## src/rtl/mc_control_if.sv

```systemverilog
// Control bundle between the multicycle controller and its datapath.
// The controller drives the strobes and selects; the datapath supplies the IR fields and memory/ALU status.
interface mc_control_if #(
    parameter int NUM_INST_W = 16,
    parameter int ALUOP_W    = 4
);
    logic [3:0]            opcode;
    logic [5:0]            func_code;
    logic                  mem_ready;
    logic                  alu_bcond;
    logic                  pc_write;
    logic                  pc_write_cond;
    logic [1:0]            pc_source;
    logic                  i_or_d;
    logic                  mem_read;
    logic                  mem_write;
    logic                  ir_write;
    logic                  reg_write;
    logic [1:0]            reg_dst;
    logic [1:0]            mem_to_reg;
    logic                  alu_src_a;
    logic [1:0]            alu_src_b;
    logic [ALUOP_W-1:0]    alu_op;
    logic                  is_wwd;
    logic                  is_halted;
    logic [NUM_INST_W-1:0] num_inst;
    logic [3:0]            state;
    logic                  pc_load;

    // Effective PC load as seen by the datapath: unconditional or taken branch.
    assign pc_load = pc_write | (pc_write_cond & alu_bcond);

    modport master (
        input  opcode, func_code, mem_ready,
        output pc_write, pc_write_cond, pc_source, i_or_d, mem_read, mem_write,
               ir_write, reg_write, reg_dst, mem_to_reg, alu_src_a, alu_src_b,
               alu_op, is_wwd, is_halted, num_inst, state
    );

    modport slave (
        output opcode, func_code, mem_ready, alu_bcond,
        input  pc_write, pc_write_cond, pc_source, i_or_d, mem_read, mem_write,
               ir_write, reg_write, reg_dst, mem_to_reg, alu_src_a, alu_src_b,
               alu_op, is_wwd, is_halted, num_inst, state, pc_load
    );
endinterface

```

## src/rtl/mc_control.sv

```systemverilog
// Multicycle CPU controller: IF/ID/EX/MEM/WB/HALT sequencer with a retired-instruction counter.
// Outputs are decoded combinationally from the current state and IR fields, and are all zero in reset.
module mc_control #(
    parameter int NUM_INST_W = 16,
    parameter int ALUOP_W    = 4
) (
    input logic        clk,
    input logic        reset_n,
    mc_control_if.master bus
);
    typedef enum logic [3:0] {
        S_IF   = 4'd0,
        S_ID   = 4'd1,
        S_EX   = 4'd2,
        S_MEM  = 4'd3,
        S_WB   = 4'd4,
        S_HALT = 4'd5
    } state_t;

    localparam logic [3:0] OP_LHI  = 4'd6;
    localparam logic [3:0] OP_ORI  = 4'd5;
    localparam logic [3:0] OP_ADI  = 4'd4;
    localparam logic [3:0] OP_LWD  = 4'd7;
    localparam logic [3:0] OP_SWD  = 4'd8;
    localparam logic [3:0] OP_JMP  = 4'd9;
    localparam logic [3:0] OP_JAL  = 4'd10;
    localparam logic [3:0] OP_RTYP = 4'd15;
    localparam logic [5:0] FN_JPR  = 6'd25;
    localparam logic [5:0] FN_JRL  = 6'd26;
    localparam logic [5:0] FN_WWD  = 6'd28;
    localparam logic [5:0] FN_HLT  = 6'd29;

    state_t                state_q, state_d;
    logic                  retire;
    logic [NUM_INST_W-1:0] num_inst_q;

    logic is_rtype, is_alu_r, is_branch, is_imm, is_lwd, is_swd;
    logic is_jmp, is_jal, is_jpr, is_jrl, is_wwd_i, is_hlt, needs_ex;

    assign is_rtype  = (bus.opcode == OP_RTYP);
    assign is_alu_r  = is_rtype && (bus.func_code[5:3] == 3'd0);
    assign is_branch = (bus.opcode[3:2] == 2'b00);
    assign is_imm    = (bus.opcode == OP_ADI) || (bus.opcode == OP_ORI) || (bus.opcode == OP_LHI);
    assign is_lwd    = (bus.opcode == OP_LWD);
    assign is_swd    = (bus.opcode == OP_SWD);
    assign is_jmp    = (bus.opcode == OP_JMP);
    assign is_jal    = (bus.opcode == OP_JAL);
    assign is_jpr    = is_rtype && (bus.func_code == FN_JPR);
    assign is_jrl    = is_rtype && (bus.func_code == FN_JRL);
    assign is_wwd_i  = is_rtype && (bus.func_code == FN_WWD);
    assign is_hlt    = is_rtype && (bus.func_code == FN_HLT);
    assign needs_ex  = is_alu_r || is_branch || is_imm || is_lwd || is_swd;

    always_ff @(posedge clk or negedge reset_n) begin
        if (!reset_n) begin
            state_q    <= S_IF;
            num_inst_q <= '0;
        end else begin
            state_q <= state_d;
            if (retire) num_inst_q <= num_inst_q + 1'b1;
        end
    end

    always_comb begin
        state_d = state_q;
        retire  = 1'b0;
        case (state_q)
            S_IF: if (bus.mem_ready) state_d = S_ID;
            S_ID: begin
                if (needs_ex) begin
                    state_d = S_EX;
                end else begin
                    // Jumps, WWD, HLT and undefined encodings all finish here.
                    state_d = is_hlt ? S_HALT : S_IF;
                    retire  = 1'b1;
                end
            end
            S_EX: begin
                if (is_branch) begin
                    state_d = S_IF;
                    retire  = 1'b1;
                end else if (is_lwd || is_swd) begin
                    state_d = S_MEM;
                end else begin
                    state_d = S_WB;
                end
            end
            S_MEM: begin
                if (bus.mem_ready) begin
                    if (is_lwd) begin
                        state_d = S_WB;
                    end else begin
                        state_d = S_IF;
                        retire  = 1'b1;
                    end
                end
            end
            S_WB: begin
                state_d = S_IF;
                retire  = 1'b1;
            end
            S_HALT:  state_d = S_HALT;
            default: state_d = S_IF;
        endcase
    end

    always_comb begin
        bus.pc_write      = 1'b0;
        bus.pc_write_cond = 1'b0;
        bus.pc_source     = 2'b00;
        bus.i_or_d        = 1'b0;
        bus.mem_read      = 1'b0;
        bus.mem_write     = 1'b0;
        bus.ir_write      = 1'b0;
        bus.reg_write     = 1'b0;
        bus.reg_dst       = 2'b00;
        bus.mem_to_reg    = 2'b00;
        bus.alu_src_a     = 1'b0;
        bus.alu_src_b     = 2'b00;
        bus.alu_op        = '0;
        bus.is_wwd        = 1'b0;
        bus.is_halted     = 1'b0;
        if (reset_n) begin
            case (state_q)
                S_IF: begin
                    bus.mem_read = 1'b1;
                    if (bus.mem_ready) begin
                        bus.ir_write  = 1'b1;
                        bus.pc_write  = 1'b1;
                        bus.alu_src_b = 2'b01;
                    end
                end
                S_ID: begin
                    bus.alu_src_b = 2'b10;
                    if (is_jmp || is_jal) begin
                        bus.pc_write  = 1'b1;
                        bus.pc_source = 2'b10;
                    end
                    if (is_jpr || is_jrl) begin
                        bus.pc_write  = 1'b1;
                        bus.pc_source = 2'b11;
                    end
                    if (is_jal || is_jrl) begin
                        bus.reg_write  = 1'b1;
                        bus.reg_dst    = 2'b10;
                        bus.mem_to_reg = 2'b10;
                    end
                    bus.is_wwd = is_wwd_i;
                end
                S_EX: begin
                    bus.alu_src_a = 1'b1;
                    if (is_branch) begin
                        bus.alu_op        = ALUOP_W'(4'd10 + bus.opcode);
                        bus.pc_write_cond = 1'b1;
                        bus.pc_source     = 2'b01;
                    end else if (is_alu_r) begin
                        bus.alu_op = ALUOP_W'(bus.func_code[3:0]);
                    end else begin
                        bus.alu_src_b = 2'b10;
                        if (bus.opcode == OP_ORI)      bus.alu_op = ALUOP_W'(4'd3);
                        else if (bus.opcode == OP_LHI) bus.alu_op = ALUOP_W'(4'd8);
                    end
                end
                S_MEM: begin
                    bus.i_or_d    = 1'b1;
                    bus.mem_read  = is_lwd;
                    bus.mem_write = is_swd;
                end
                S_WB: begin
                    bus.reg_write  = 1'b1;
                    bus.reg_dst    = is_rtype ? 2'b01 : 2'b00;
                    bus.mem_to_reg = is_lwd ? 2'b01 : 2'b00;
                end
                S_HALT:  bus.is_halted = 1'b1;
                default: ;
            endcase
        end
    end

    assign bus.state    = state_q;
    assign bus.num_inst = num_inst_q;
endmodule
```

## src/flat_wrapper.sv

```systemverilog
// flat-port wrapper written by rule: the top's interface ports become plain ports
module mc_control_flat 
#(
    parameter int NUM_INST_W = 16,
    parameter int ALUOP_W    = 4
)
  (clk, reset_n, bus_opcode, bus_func_code, bus_mem_ready, bus_pc_write, bus_pc_write_cond, bus_pc_source, bus_i_or_d, bus_mem_read, bus_mem_write, bus_ir_write, bus_reg_write, bus_reg_dst, bus_mem_to_reg, bus_alu_src_a, bus_alu_src_b, bus_alu_op, bus_is_wwd, bus_is_halted, bus_num_inst, bus_state);
  mc_control_if #(.NUM_INST_W(NUM_INST_W), .ALUOP_W(ALUOP_W)) bus_i ();
  input logic clk;
  input logic reset_n;
  input wire logic [$bits(bus_i.opcode)-1:0] bus_opcode;
  input wire logic [$bits(bus_i.func_code)-1:0] bus_func_code;
  input wire logic [$bits(bus_i.mem_ready)-1:0] bus_mem_ready;
  output wire logic [$bits(bus_i.pc_write)-1:0] bus_pc_write;
  output wire logic [$bits(bus_i.pc_write_cond)-1:0] bus_pc_write_cond;
  output wire logic [$bits(bus_i.pc_source)-1:0] bus_pc_source;
  output wire logic [$bits(bus_i.i_or_d)-1:0] bus_i_or_d;
  output wire logic [$bits(bus_i.mem_read)-1:0] bus_mem_read;
  output wire logic [$bits(bus_i.mem_write)-1:0] bus_mem_write;
  output wire logic [$bits(bus_i.ir_write)-1:0] bus_ir_write;
  output wire logic [$bits(bus_i.reg_write)-1:0] bus_reg_write;
  output wire logic [$bits(bus_i.reg_dst)-1:0] bus_reg_dst;
  output wire logic [$bits(bus_i.mem_to_reg)-1:0] bus_mem_to_reg;
  output wire logic [$bits(bus_i.alu_src_a)-1:0] bus_alu_src_a;
  output wire logic [$bits(bus_i.alu_src_b)-1:0] bus_alu_src_b;
  output wire logic [$bits(bus_i.alu_op)-1:0] bus_alu_op;
  output wire logic [$bits(bus_i.is_wwd)-1:0] bus_is_wwd;
  output wire logic [$bits(bus_i.is_halted)-1:0] bus_is_halted;
  output wire logic [$bits(bus_i.num_inst)-1:0] bus_num_inst;
  output wire logic [$bits(bus_i.state)-1:0] bus_state;
  assign bus_i.opcode = bus_opcode;
  assign bus_i.func_code = bus_func_code;
  assign bus_i.mem_ready = bus_mem_ready;
  assign bus_pc_write = bus_i.pc_write;
  assign bus_pc_write_cond = bus_i.pc_write_cond;
  assign bus_pc_source = bus_i.pc_source;
  assign bus_i_or_d = bus_i.i_or_d;
  assign bus_mem_read = bus_i.mem_read;
  assign bus_mem_write = bus_i.mem_write;
  assign bus_ir_write = bus_i.ir_write;
  assign bus_reg_write = bus_i.reg_write;
  assign bus_reg_dst = bus_i.reg_dst;
  assign bus_mem_to_reg = bus_i.mem_to_reg;
  assign bus_alu_src_a = bus_i.alu_src_a;
  assign bus_alu_src_b = bus_i.alu_src_b;
  assign bus_alu_op = bus_i.alu_op;
  assign bus_is_wwd = bus_i.is_wwd;
  assign bus_is_halted = bus_i.is_halted;
  assign bus_num_inst = bus_i.num_inst;
  assign bus_state = bus_i.state;
  mc_control #(.NUM_INST_W(NUM_INST_W), .ALUOP_W(ALUOP_W)) u_core (.clk(clk), .reset_n(reset_n), .bus(bus_i));
endmodule
```

## config.mk

```make
export PLATFORM = sky130hd
export DESIGN_NAME = mc_control_flat
export DESIGN_NICKNAME = d
export VERILOG_FILES = /design/src/rtl/mc_control_if.sv /design/src/rtl/mc_control.sv /design/src/flat_wrapper.sv
export SDC_FILE = /design/constraint.sdc
export NUM_CORES = 1
export LEC_CHECK = 0
export ABC_AREA = 0
export CORE_UTILIZATION = 43
export DETAILED_ROUTE_END_ITERATION = 8
export PLACE_DENSITY = 0.82
export SLEW_MARGIN = 30
export SYNTH_ARGS = -nofsm -noshare
export SYNTH_HDL_FRONTEND = slang
export SYNTH_SLANG_ARGS = --single-unit
export TNS_END_PERCENT = 30
```

## constraint.sdc

```tcl
create_clock -name clk -period 2 [get_ports clk]
set_input_delay 0.2 -clock clk [delete_from_list [all_inputs] [get_ports clk]]
set_output_delay 0.2 -clock clk [all_outputs]
set_load 0.01 [all_outputs]
```

# After elaboration in Yosys (flattened, before gate mapping)
# Index checks and enable logic that the tools add are counted.
[word_totals]
reg_bits = 20
in_bits = 13
[classes]
addsub = 2
eq_ne = 19
n_mux = 60
n_reduce_logical = 19
[ops]
columns = ["op", "count"]
rows = [
  ["$mux W4", 10],
  ["$mux W1", 29],
  ["$eq A4 B3 Y1 const B", 6],
  ["$eq A6 B5 Y1 const B", 4],
  ["$pmux W4 S5", 1],
  ["$mux W2", 9],
  ["$add A16 B1 Y16 const B", 1],
  ["$eq A4 B4 Y1 const B", 4],
  ["$pmux W2 S2", 3],
  ["$logic_or A1 B1 Y1", 10],
  ["$mux W3", 3],
  ["$eq A4 B2 Y1 const B", 2],
  ["$pmux W1 S2", 3],
  ["$pmux W2 S3", 1],
  ["$logic_and A1 B1 Y1", 5],
  ["$add A4 B4 Y4 const A", 1],
  ["$eq A4 B1 Y1 const B", 1],
  ["$logic_not A4 Y1", 1],
  ["$ne A2 B2 Y1 const B", 2],
  ["$pmux W1 S4", 1],
  ["$logic_not A3 Y1", 1],
  ["$logic_not A2 Y1", 1],
  ["$reduce_and A2 Y1", 1],
]

# Logic depth before layout (Yosys ltp)
# Gate-level depths: netlist (run 1).
[logic_depth]
ltp_word = 8
mapped_depth = 7
depth_no_buf = 6

# Least setup slack after synthesis (run 1)
# OpenSTA, ideal clock, no wires.
[synth_path]
kind = "in2reg"
startpoint = "in bus_func_code[4]"
endpoint = "reg u_core.num_inst_q[1], in the netlist u_core.bus.num_inst[1]"
setup_time_ns = 0.128
arrival_ns = 1.637
path_slack_ns = 0.235
path_stages = 5
path_buffers = 1
cell_sequence = "or3_1 o21ba_1 a221oi_4 buf_6 mux2_1"
[synth_via]
elab_chain_cells = 8
[synth_rtl]
columns = ["item", "line", "source"]
rows = [
  ["from (decl)", "flat_wrapper.sv:12", "input wire logic [$bits(bus_i.func_code)-1:0] bus_func_code;"],
  ["$logic_not A3 Y1", "mc_control.sv:41", "assign is_alu_r = is_rtype && (bus.func_code[5:3] == 3'd0);"],
  ["$logic_and A1 B1 Y1", "mc_control.sv:41", ""],
  ["$logic_or A1 B1 Y1 (4 in a row)", "mc_control.sv:52", "assign needs_ex = is_alu_r || is_branch || is_imm || is_lwd || is_swd;"],
  ["$mux W1", "mc_control.sv:70", "if (needs_ex) begin"],
  ["$pmux W1 S4", "mc_control.sv:67", "case (state_q)"],
  ["to (signal assigned)", "mc_control.sv:60", "if (retire) num_inst_q <= num_inst_q + 1'b1;"],
  ["to (decl)", "mc_control.sv:35", "logic [NUM_INST_W-1:0] num_inst_q;"],
]
# No other way between the ends.
# A chain may end at the register's enable or synchronous reset.

# Worst setup path after layout (run 1)
[layout_path]
startpoint = "in bus_opcode[1]"
endpoint = "out bus_pc_write"
[layout_via]
elab_chain_cells = 6
elab_cells_between_ends = 11
cone_classes = "eq/ne (3); mux (4); reduce/logical (4)"
[layout_rtl]
columns = ["item", "line", "source"]
rows = [
  ["from (decl)", "flat_wrapper.sv:11", "input wire logic [$bits(bus_i.opcode)-1:0] bus_opcode;"],
  ["$eq A4 B4 Y1, on equally long branches", "mc_control.sv:46, mc_control.sv:40, mc_control.sv:47", ""],
  ["$logic_or A1 B1 Y1 (tied with other cells)", "mc_control.sv:135", "if (is_jmp || is_jal) begin"],
  ["$mux W1 / $logic_or A1 B1 Y1 (equally long branches)", "mc_control.sv:135, mc_control.sv:139", ""],
  ["$mux W1 (*)", "mc_control.sv:139", "if (is_jpr || is_jrl) begin"],
  ["$pmux W1 S2 (*)", "mc_control.sv:124", "case (state_q)"],
  ["$mux W1 (*)", "mc_control.sv:123", "if (reset_n) begin"],
  ["to (decl)", "flat_wrapper.sv:14", "output wire logic [$bits(bus_i.pc_write)-1:0] bus_pc_write;"],
]
# Mark *: on every way between the ends. The rest lies on a longest branch, timed or not.

==> impl_results.md, run 1 <==
* Outcome: finished with violations
* Failing checks: setup timing
* Synth Area in Compound Gates at 0.130
* Dominant synthesized flop cell: dfrtp_1
* Largest family of logic cells by synthesized area: simple AND/OR/NAND/NOR gates
* FF+latch count, synth at 19
* Pin count of the biggest net entering global routing at 22
* Max_cap viols at 0
* Diodes inserted at 0
* DP HPWL at 3220 um
* Most common cell after layout, fill and taps aside: clkdlybuf4s50_1
* Vias per cell at approximately 5.7
* EDFF count, synth at 0
* Final hold violations at 0
* Crit-path leading delay family: buffers and inverters
* Top Ports at 55
* RSZ-0062 raised after global routing: yes
* PwrDens at between 900 and 1000 nW/um2
* Syn Inst Count at between 150 and 200
* Post-Route Skew at 0.00713 ns
* Placed cell area at 2150 um2
* Distinct cells, synth at 43
* Rows at 20
* Die height at 58.4 um
* Worst vdd ir at 847 uV
* Mapped Area at about 1400 um2
* Most used cell, CP: buf_4
* Fin crit period at 2.03 ns
* Setup WS pre-CTS at -0.535 ns
* Post-route DRC violation count at 0
* Tcrit/Tclk final at 1.02
* CTS Hold Bufs at 0
* Crit path max-delay cell type: clkdlybuf4s50_1
* Setup CP Type: input port to primary output
* Die area at 3410 um2
* Maximum root-to-sink buffer count at 2
* Area Growth Syn to Fin at 69.0%
* Async set-or-reset flop fraction in the synthesized netlist at 1.00
* Synth Net Count at 177
* Finished Cell Area at ~2300 um2
* Register area share after synthesis at 0.347
* Post-Synth Adder-Cell Area at 0.00914
* Synth Area in XOR/XNOR at 0.102
* Die Wd at 58.4 um
* Starting Density at 0.452
* First-pass DRT Iterations at 4
* Nets at 256
* Core area at between 3000 and 4000 um2
* Initial antenna violation count at 0
* CP arrival at between 1.5 and 2 ns
* Lkg Pwr at slightly above 1 nW
* Setup Viol. Count Final at 2
* Clk Latency, worst-skew pair at 0.30 ns
* Kind of start point of the critical path: input port
* Top achievable clock speed at approximately 490 MHz
* Critical Path, Cell by Cell: clkdlybuf4s50_1, buf_4, buf_4, nand2b_4, a21oi_1, o21a_1, or2_2, clkdlybuf4s15_2
* Setup slack after layout at -0.0304 ns
* CTS H-tree lvls at 1
* Buf/Inv on CP at 4
* Top-area cell type share of the netlist area at 0.347
* Final Power at between 2 and 2.5 mW
* Count of input and output buffers at 53
* First-pass GRT wire length at about 6600 um
* Root buffer cell: clkbuf_4
* CP peak stage delay at slightly below 0.5 ns
* Gpl congestion at slightly below 0.9
* Syn_area_per_cell at roughly 8.4 um2
* Yosys warns at 0
* Most frequent cells in the layout: clkdlybuf4s50_1, buf_4, dfrtp_1, nor2_1, xor2_1
* Vias in the first global route at between 1000 and 1500
* CP Data Required Time at roughly 1.8 ns
* Total global routing overflow at 0
* Final Max Tran Viols at 0
* DRT antenna net count at 0
* Simple-gate area share of the yosys netlist at 0.357
* CTS Buf Count at 3
* Largest area contributor in the netlist: dfrtp_1
* Largest fanout on the critical path at 5
* Starting DRT DRC Count at 61
* Layout cells sized above 1 at 0.282
* Vias at roughly 1600
* CTS tree: yes
* Worst min path class: input port to async pin
* Post-synthesis mux area share at 0.00823
* Routed WL per cell at around 16 um
* CP endpoint kind: primary output
* Top post-synthesis cells by area: dfrtp_1, xor2_1, nor2_1
* CTS Sinks at 19
* Routed wire length at around 4400 um
* Tot GR Track Use at 0.250
* Clock-pin slew on the worst setup and hold paths at approximately 0.11 ns
==> cell families after synthesis <==
kind of cell / count (synthesis)
simple gates: 90
compound gates: 24
flops: 19
xor+xnor: 16
buf+inv: 11
fa+ha+maj: 1
other cells: 1
mux: 1
==> worst min-delay path, cell delays in order <==
cell and delay [ns]:
clkdlybuf4s50_1 0.49, buf_4 0.14, buf_12 0.16
==> routing by layer <==
| layer | wire length, um | share of wire | vias up | track usage |
|---|---|---|---|---|
| li1 | - | - | 745 | - |
| met1 | 1880 | 0.42 | 786 | 0.345 |
| met2 | 2250 | 0.51 | 74 | 0.415 |
| met3 | 248 | 0.056 | 6 | 0.0462 |
| met4 | 50 | 0.011 | 0 | 0.0442 |
| met5 | 0 | 0 | - | 0 |
==> stage by stage <==
step	hold WS, ns	utilization	TNS (ns)	instances
3_5_place_dp	0.474	0.710	-10.07	281
5_1_grt	0.349	0.764	-0.232	285
6_report	0.329	0.764	-0.0487	285
2_1_floorplan	-0.0956	-	0	163
3_3_place_gp	0.456	0.710	-8.03	281
4_1_cts	0.329	0.740	-0.0431	285
==> layout make-up <==
cell class / instances / area [um2]
fillers: 196 / 714
flip-flops and latches: 19 / 478
well taps: 44 / 55.1
repair buffers: 82 / 771
clock inverters: 1 / 5.00
inverters: 3 / 11.3
clock buffers: 3 / 22.5
multi-input cells: 133 / 971
==> timing repair <==
item | in CTS | in global routing
pin swaps | 3 | 3
gates resized for setup | 52 | 20
buffers inserted | 0 | 0
setup endpoints to repair | 23 | 16
gates cloned | 0 | 0
==> power breakdown <==
| group | switching, mW | total [mW] | internal [mW] | leakage [nW] |
|---|---|---|---|---|
| sequential | 0.197 | 0.690 | 0.493 | 0.230 |
| combinational | 0.576 | 1.20 | 0.619 | 0.788 |
| clock | 0.122 | 0.197 | 0.0746 | 0.0177 |
| total | 0.896 | 2.08 | 1.19 | 1.04 |
==> worst paths after layout <==
check	cells past startpoint	start	slack, ns	endpoint
setup reg to reg	5	u_core.bus.state[1]	0.12	u_core.bus.state[2]
max in group asynchronous	3	reset_n	1.52	u_core.bus.state[0]
setup / recovery	8	bus_opcode[1]	-0.03	bus_pc_write
hold reg to reg	1	u_core.bus.num_inst[15]	0.48	u_core.bus.num_inst[15]
hold / removal	3	reset_n	0.33	u_core.bus.num_inst[10]
min in group clk	1	u_core.bus.num_inst[15]	0.48	u_core.bus.num_inst[15]
==> synth_stat cells (2+ instances only) <==
| library cell | n |
|---|---|
| nor4b_1 | 2 |
| o311ai_0 | 2 |
| dfrtp_1 | 19 |
| nor3_1 | 7 |
| nor3b_1 | 2 |
| nor4_1 | 5 |
| nand3_1 | 11 |
| nand4b_1 | 2 |
| nand2b_1 | 10 |
| and3_1 | 5 |
| xor2_1 | 13 |
| o211ai_1 | 2 |
| nand2_1 | 12 |
| buf_4 | 2 |
| nor2_1 | 20 |
| o31ai_1 | 3 |
| nand4_1 | 4 |
| xnor2_1 | 3 |
| inv_1 | 3 |
| clkbuf_1 | 3 |
| buf_2 | 2 |
| a21oi_1 | 6 |
| o21ai_0 | 5 |
==> registers in the layout, indices dropped and copies added (netlist names) <==
register	flops
u_core.bus.num_inst	16
u_core.bus.state	3
No activity file was read; power rests on OpenSTA's default activity.
==> inputs of run 2 (changes only) <==
REMOVE_ABC_BUFFERS = 1   (was unset)
==> run 2 against run 1 <==
Worst setup slack worse by 0.027 ns. Non-clock buffer count grew 3. The run ends with DRC, setup timing left. Utilization rose by 0.083 points. Die area is the same.
==> impl_results.md, run 2 (synthesis gave the netlist of run 1 again) <==
* First-pass GRT wire length at 6520 um (was 6640 um)
* Initial antenna violation count at 0 (unchanged)
* Area Growth Syn to Fin at 69.2% (was 69.0%)
* DP HPWL at 3050 um (was 3220 um)
* CTS Sinks at 19 (unchanged)
* Footprint of the multi-input gates at 960 um2 (was 971 um2)
* PwrDens at 914 nW/um2 (was 900 nW/um2)
* Final hold violations at 0 (unchanged)
* Finished Cell Area at 2320 um2 (was 2310 um2)
* Placed cell area at 2110 um2 (was 2150 um2)
* Critical Path, Cell by Cell: clkdlybuf4s50_1, buf_4, nand2b_1, a21oi_1, o21a_1, or2_2, dlygate4sd2_1 (was clkdlybuf4s50_1, buf_4, buf_4, nand2b_4, a21oi_1, o21a_1, or2_2, clkdlybuf4s15_2)
* Pin count of the biggest net entering global routing at 17 (was 22)
* Layout cells sized above 1 at 0.270 (was 0.282)
* M1 GR Usage at 0.349 (was 0.345)
* Maximum root-to-sink buffer count at 2 (unchanged)
* CTS H-tree lvls at 1 (unchanged)
* Top Ports at 55 (unchanged)
* Met3 usage at 0.0418 (was 0.0462)
* Root buffer cell: clkbuf_4 (unchanged)
* Buf/Inv on CP at 3 (was 4)
* Tot GR Track Use at 0.246 (was 0.250)
* Met2 GRT Util at 0.396 (was 0.415)
* Count of input and output buffers at 53 (unchanged)
* Max_cap viols at 0 (unchanged)
* Setup Viol. Count Final at 1 (was 2)
* Clk Latency, worst-skew pair at 0.31 ns (was 0.30 ns)
* Kind of start point of the critical path: input port (unchanged)
* Total global routing overflow at 0 (unchanged)
* Setup CP Type: input port to primary output (unchanged)
* First-pass DRT Iterations at 6 (was 4)
* Core area at 3030 um2 (unchanged)
* DRT antenna net count at 0 (unchanged)
* Vias per cell at 5.53 (was 5.65)
* Starting DRT DRC Count at 89 (was 61)
* CTS tree: yes (unchanged)
* Top achievable clock speed at 486 MHz (was 493 MHz)
* Clock-pin slew on the worst setup and hold paths at 0.12 ns (was 0.11 ns)
* Nets at 259 (was 256)
* Tcrit/Tclk final at 1.03 (was 1.02)
* Failing checks: DRC, setup timing (was setup timing)
* Fin crit period at 2.06 ns (was 2.03 ns)
* CTS Hold Bufs at 0 (unchanged)
* Post-route DRC violation count at 1 (was 0)
* GRT busiest layer: met2 (unchanged)
* Routed WL per cell at 15.8 um (was 15.5 um)
* Vias in the first global route at 1377 (was 1467)
* Die area at 3410 um2 (unchanged)
* Most frequent cells in the layout: clkdlybuf4s50_1, buf_4, nor2_1, dfrtp_1, xor2_1 (was clkdlybuf4s50_1, buf_4, dfrtp_1, nor2_1, xor2_1)
* Vias at 1593 (was 1611)
* Outcome: finished with violations (unchanged)
* Sequential cell area at 478 um2 (unchanged)
* CP arrival at 1.86 ns (was 1.83 ns)
* RSZ-0062 raised after global routing: yes (unchanged)
* Final Max Tran Viols at 0 (unchanged)
* Crit-path leading delay family: buffers and inverters (unchanged)
* Rows at 20 (unchanged)
* Worst vdd ir at 713 uV (was 847 uV)
* Setup WS pre-CTS at -0.499 ns (was -0.535 ns)
* Largest fanout on the critical path at 7 (was 5)
* CTS Buf Count at 3 (unchanged)
* CP peak stage delay at 0.49 ns (about the same)
* Die Wd at 58.4 um (unchanged)
* Largest register FFs at 16 (unchanged)
* Gpl congestion at 0.885 (was 0.893)
* CP Data Required Time at 1.80 ns (about the same)
* Diodes inserted at 0 (unchanged)
* Post-Route Skew at 0.0186 ns (was 0.00713 ns)
* Worst min path class: input port to async pin (unchanged)
* Setup slack after layout at -0.0577 ns (was -0.0304 ns)
* Die height at 58.4 um (unchanged)
* Routed wire length at 4560 um (was 4430 um)
* Starting Density at 0.452 (unchanged)
* Crit path max-delay cell type: clkdlybuf4s50_1 (unchanged)
* Lkg Pwr at 1.10 nW (was 1.04 nW)
* CP endpoint kind: primary output (unchanged)
* FILL cells at 211 (was 196)
* Most common cell after layout, fill and taps aside: clkdlybuf4s50_1 (unchanged)
-- run 2: cell count changes in the layout (fill, tap and decap cells not counted), moves of 2 or more --
cell / change
buf_12: -2
dlymetal6s2s_1: +5
nor2_4: +2
buf_4: +3
nor2_2: -3
clkdlybuf4s15_1: -2
-- run 2: layer usage --
metal | routed length [um] | vias to the layer above
li1 | - | 748
met1 | 1940 | 765
met2 | 2320 | 67
met3 | 227 | 13
met4 | 72 | 0
met5 | 0 | -
-- run 2: repair_timing --
item | in CTS | in global routing
setup endpoints to repair | 21 | 24
pin swaps | 3 | 4
buffers inserted | 1 | 5
resized for setup | 39 | 25
-- run 2: layout make-up --
class	count	area share
repair buffers	85	0.339
multi-input cells	133	0.414
clock buffers	4	0.0113
well taps	44	0.0238
flip-flops and latches	19	0.206
inverters	3	0.00486
-- run 2: worst paths after layout --
check | slack (ns) | start | to | cells past startpoint
worst min-delay path | 0.20 | reset_n | u_core.bus.num_inst[15] | 2
worst max register to register | 0.04 | u_core.bus.state[1] | u_core.bus.num_inst[8] | 6
max in group asynchronous | 1.39 | reset_n | u_core.bus.num_inst[1] | 3
worst max-delay path | -0.06 | bus_opcode[0] | bus_pc_write | 7
min in group clk | 0.47 | u_core.bus.num_inst[15] | u_core.bus.num_inst[15] | 1
worst min register to register | 0.47 | u_core.bus.num_inst[15] | u_core.bus.num_inst[15] | 1
-- run 2: power by group --
part | switching, mW | leakage [nW] | internal (mW)
clock network | 0.121 | 0.0150 | 0.0778
registers | 0.178 | 0.230 | 0.493
logic | 0.607 | 0.856 | 0.640
total | 0.907 | 1.10 | 1.21
-- run 2: through the flow --
stage               power, mW   util  hold slack, ns  setup TNS, ns  instances
floorplan                1.14      -         -0.0956              0        155
global placement         1.73  0.698           0.455          -7.36        278
detailed placement       1.76  0.698           0.459          -8.69        278
CTS                      1.96  0.726           0.218         -0.437        283
global route             2.24  0.765           0.215         -0.341        288
finish                   2.12  0.765           0.198        -0.0577        288
-- run 2: worst register-to-register path, cell delays in order (launching register included) --
cell	delay (ns)
dfrtp_2	0.51
nand2b_1	0.25
nor2_1	0.29
a221oi_4	0.13
buf_12	0.17
nor4b_1	0.35
xor2_1	0.17
